--- config.mk ---
export PLATFORM = sky130hd
export DESIGN_NAME = axi4_addr_arbiter
export DESIGN_NICKNAME = d
export VERILOG_FILES = /design/src/rtl/axi4_addr_arbiter.sv
export SDC_FILE = /design/constraint.sdc
export NUM_CORES = 1
export LEC_CHECK = 0
export BUFFER_PORTS_ARGS = -buffer_cell sky130_fd_sc_hd__buf_2
export CAP_MARGIN = 30
export CORE_AREA = 2 2 100 102
export CTS_CLUSTER_SIZE = 12
export DETAILED_ROUTE_END_ITERATION = 8
export DIE_AREA = 0 0 102 104
export PLACE_DENSITY = 0.84
export SYNTH_ARGS = -nofsm -noshare
export SYNTH_HDL_FRONTEND = slang
export SYNTH_SLANG_ARGS = --single-unit
--- constraint.sdc ---
create_clock -name aclk_i -period 4.4 [get_ports aclk_i]
set_input_delay 0.88 -clock aclk_i [delete_from_list [all_inputs] [get_ports aclk_i]]
set_output_delay 0.88 -clock aclk_i [all_outputs]
set_load 0.01 [all_outputs]
--- src/rtl/axi4_addr_arbiter.sv ---
// N-port AXI4 address-channel arbiter: round-robin or fixed priority with a starvation guard,
// merging per-port requests into one registered A-channel slice that sustains one grant per cycle.
module axi4_addr_arbiter #(
  parameter int unsigned NPORT     = 4,
  parameter int unsigned AID_LEN   = 8,
  parameter int unsigned AADDR_LEN = 32,
  parameter int unsigned ARB_MODE  = 0,
  parameter int unsigned MAX_GRANT = 4,
  parameter int unsigned PORT_W    = 2
) (
  input  logic                       aclk_i,
  input  logic                       arst_n_i,
  input  logic [NPORT*AID_LEN-1:0]   req_id_i,
  input  logic [NPORT*AADDR_LEN-1:0] req_addr_i,
  input  logic [NPORT*8-1:0]         req_len_i,
  input  logic [NPORT-1:0]           req_type_i,
  input  logic [NPORT-1:0]           req_valid_i,
  output logic [NPORT-1:0]           req_ready_o,
  output logic [AID_LEN-1:0]         aid_o,
  output logic [AADDR_LEN-1:0]       aaddr_o,
  output logic [7:0]                 alen_o,
  output logic                       atype_o,
  output logic [PORT_W-1:0]          aport_o,
  output logic                       avalid_o,
  input  logic                       aready_i
);

  localparam int unsigned LEN_W = 8;
  localparam int unsigned CNT_W = 8;

  typedef struct packed {
    logic [AID_LEN-1:0]   aid;
    logic [AADDR_LEN-1:0] aaddr;
    logic [LEN_W-1:0]     alen;
    logic                 atype;
    logic [PORT_W-1:0]    aport;
  } a_beat_t;

  a_beat_t           r_beat;
  logic              r_avalid;
  logic [PORT_W-1:0] r_ptr;
  logic [PORT_W-1:0] r_last;
  logic [CNT_W-1:0]  r_cnt;

  logic              w_free;
  logic              w_guard;
  logic [NPORT-1:0]  w_others;
  logic [NPORT-1:0]  w_cand;
  logic [NPORT-1:0]  w_rot;
  logic              w_hit;
  logic [PORT_W-1:0] w_win;
  logic [PORT_W-1:0] w_ptr_nxt;
  logic              w_grant;
  a_beat_t           w_sel;

  assign w_free   = !r_avalid || aready_i;
  assign w_others = req_valid_i & ~(NPORT'(1) << r_last);
  // Starvation guard: skip the last winner once it hit its grant budget, unless it is alone
  assign w_guard  = (ARB_MODE == 1) && (r_cnt == CNT_W'(MAX_GRANT)) && (|w_others);
  assign w_cand   = w_guard ? w_others : req_valid_i;
  assign w_grant  = w_free && w_hit;

  // Winner search: rotated-by-pointer scan for round-robin, plain lowest-index for fixed
  always_comb begin
    w_hit = 1'b0;
    w_win = '0;
    w_rot = NPORT'({w_cand, w_cand} >> r_ptr);
    if (ARB_MODE == 0) begin
      for (int unsigned i = 0; i < NPORT; i++) begin
        if (!w_hit && w_rot[i]) begin
          w_hit = 1'b1;
          w_win = PORT_W'((32'(r_ptr) + i) % NPORT);
        end
      end
    end else begin
      for (int unsigned i = 0; i < NPORT; i++) begin
        if (!w_hit && w_cand[i]) begin
          w_hit = 1'b1;
          w_win = PORT_W'(i);
        end
      end
    end
  end

  // Payload mux for the winning port
  always_comb begin
    w_sel = '0;
    for (int unsigned i = 0; i < NPORT; i++) begin
      if (w_win == PORT_W'(i)) begin
        w_sel.aid   = req_id_i[i*AID_LEN +: AID_LEN];
        w_sel.aaddr = req_addr_i[i*AADDR_LEN +: AADDR_LEN];
        w_sel.alen  = req_len_i[i*LEN_W +: LEN_W];
        w_sel.atype = req_type_i[i];
      end
    end
    w_sel.aport = w_win;
  end

  assign w_ptr_nxt   = (w_win == PORT_W'(NPORT - 1)) ? '0 : w_win + PORT_W'(1);
  assign req_ready_o = (w_grant && arst_n_i) ? (NPORT'(1) << w_win) : '0;

  // Output slice: loads whenever free; empties when free with nothing to grant
  always_ff @(posedge aclk_i or negedge arst_n_i) begin
    if (!arst_n_i) begin
      r_avalid <= 1'b0;
      r_beat   <= '0;
    end else if (w_free) begin
      r_avalid <= w_hit;
      if (w_hit) begin
        r_beat <= w_sel;
      end
    end
  end

  // Arbitration history: round-robin pointer and saturating consecutive-grant counter
  always_ff @(posedge aclk_i or negedge arst_n_i) begin
    if (!arst_n_i) begin
      r_ptr  <= '0;
      r_last <= '0;
      r_cnt  <= '0;
    end else if (w_grant) begin
      r_ptr  <= w_ptr_nxt;
      r_last <= w_win;
      if (w_win != r_last) begin
        r_cnt <= CNT_W'(1);
      end else if (r_cnt != CNT_W'(MAX_GRANT)) begin
        r_cnt <= r_cnt + CNT_W'(1);
      end
    end
  end

  assign avalid_o = r_avalid;
  assign aid_o    = r_beat.aid;
  assign aaddr_o  = r_beat.aaddr;
  assign alen_o   = r_beat.alen;
  assign atype_o  = r_beat.atype;
  assign aport_o  = r_beat.aport;

endmodule

==> reports/qor.yml <==
status: "completed"
antenna_found_initial: 0
ys_types: 27
cp_max_fo: 5
clock_sinks: 54
period_minus_slack_ps: 3360
vias: 4195
fin_area_mm2: 0.00516
clock_path_buffers: 2
drt_iter0_markers: 178
wire_per_inst_um: 15.3
cts_buffers: 5
grt.overflow.total: 0
viasPerCell: 5.31
num_io_pins: 259
dr.pass1.iters: 5
p_per_area_mw_per_mm2: 571
max_cap_viol_count: 0
crit_top_cell: "buf_2"
layout-drive-gt1-share_pct: 46.6
peakVddDrop_uv: 335
finalClockSkew_ps: 8.18
grt_max_degree: 100
cp.arrival_ps: 2480
max_freq_ghz: 0.298
wl_met1_um: 4510
dpl.hpwl_um: 8870
wl_met3_um: 913
grt_pass1_vias: 4078
synth_seq_cells: 54
min_path_type: "in -> async"
netlist_instances: 426
synth_area_mm2: 0.00368
drcViolationCount: 0
hold_viol_final: 0
worstPathCellList: "buf_2 -> nor2b_1 -> o21a_1 -> a311oi_2 -> inv_1 -> ha_1 -> and3_1 -> buf_2"
fill_cells: 877
syn2layout_area_growth_pct: 40.0
cts_root_buf: "clkbuf_8"
syn_area_per_cell_um2: 8.65
tns_ps: 0
port_buffers: 258
finalSetupViolations: 0
place_area_mm2: 0.00505
rows: 36
yosys_warnings: 0
die_w_um: 102
ant_nets: 0
wl_um: 12100
htreeDepth: 2
worst_pin_slew_ps: 976
routabilityCongestion: 0.854
grt_usage_pct: 21.9
antennaDiodeCount: 0
postCtsResizedCells: 0
cts_setup_buffers: 0
leakage_nw: 2.68
wl_met2_um: 6420
max_slew_margin_pct: 35.0
critical_path_required_ps: 3520
drv_slew: 0
core-area_mm2: 0.00955
utilization_pct: 54.0
syn_nets: 633
slowest_stage: "a311oi_2"
fin_crit_sh_pct: 76.3
clk_latency_ps: 310
cp_slowest_stage_delay_ps: 460
cts_tree: "yes"
start_util_pct: 38.6
end_kind: "primary output"
cp-start-kind: "input pin"
synth_ff_type: "dfrtp_1"
grt_pass1_wl_um: 18900
rsz0062_at_grt: "no"
highest_layer: "met4"
clk_pin_slew_ps: 100
crit_type: "in -> out"
seq_area_frac_synth_pct: 36.7
dieArea_mm2: 0.0106
synth-edff-count: 0
rr_worst_depth: 10
fp.dieH_um: 104
nets: 863
cts_hold_buf: 0
ys_async_sr_fraction_pct: 100
where the power goes:
part,internal (mW),switching (mW),total [mW],leakage (nW)
Combinational,0.797,0.955,1.75,1.99
Clock,0.168,0.170,0.338,0.0579
Sequential,0.722,0.133,0.856,0.623
cells in the final DEF (no fill, tap or decap), drive strengths merged, types with 2 or more instances in the layout:
master,instances
buf,267
dfrtp,54
inv,53
nor2,51
nand2,51
a221oi,49
a211o,48
a31oi,48
clkbuf,5
a21oi,5
and3,4
ha,4
mux2,3
o21ai,2
nand2b,2
clkinv,2
nor2b,2
Yosys cell counts, drive strengths merged, types with 2 or more instances:
cell type	instances	share of area [%]
dfrtp	54	37
inv	53	5.4
nand2	51	5.2
nor2	51	5.2
a221oi	49	15
a211o	48	11
a31oi	48	8.1
clkbuf	23	2.3
buf	21	4.0
a21oi	5	0.78
and3	4	0.68
ha	4	1.4
mux2	3	0.92
nand2b	2	0.34
nor2b	2	0.54
o21ai	2	0.27
final timing paths:
check	startpoint	end	slack, ps
worst max-delay path	req_valid_i[3]	req_ready_o[0]	1040
worst max register to register	r_ptr[1]	aaddr_o[22]	1360
max in group asynchronous	arst_n_i	aaddr_o[3]	3200
worst min register to register	aport_o[1]	aport_o[1]	520
min in group aclk_i	aport_o[1]	aport_o[1]	520
worst min-delay path	arst_n_i	aaddr_o[19]	520
routing by layer:
layer / vias up / global-route usage, %
li1: 2011 / -
met1: 1964 / 24.4
met2: 202 / 40.4
met3: 18 / 5.11
met4: 0 / 6.38
met5: - / 0
sequential cells by signal (all words and copies together), names as in the netlist:
name      cells
alen_o        8
avalid_o      1
r_ptr         2
atype_o       1
aid_o         8
aaddr_o      32
aport_o       2
metrics by stage:
step	setup slack [ps]	hold slack [ps]	power, mW	std cells
2_1_floorplan	1180	542	2.07	426
5_1_grt	898	535	3.18	790
6_report	1040	517	2.95	790
3_3_place_gp	1010	487	2.55	781
3_5_place_dp	870	500	2.63	782
4_1_cts	1010	525	2.98	790
final cells by class:
class / count / area [µm²] / share of cell area [%]
multi-input combinational: 275 / 1940 / 37.5
sequential: 54 / 1350 / 26.2
clock buffer: 5 / 68.8 / 1.33
clock inverter: 3 / 40.0 / 0.776
tap: 133 / 166 / 3.23
timing repair buffer: 267 / 1400 / 27.1
inverter: 53 / 199 / 3.86
logic make-up after synthesis:
logic type / share of synthesized area (%)
flip-flops: 36.7
multiplexers: 0.917
AND/OR/NAND/NOR: 12.3
adder cells (fa/ha/maj): 1.36
buffers and inverters: 11.7
AO/OA/AOI/OAI: 37.0
critical path: cells and delay by family:
kind / cells / cell delay, ps
fa+ha+maj: 1 / 280
simple gates: 2 / 220
compound gates: 2 / 630
buf+inv: 3 / 460
Power figures use the tool's default switching activity.
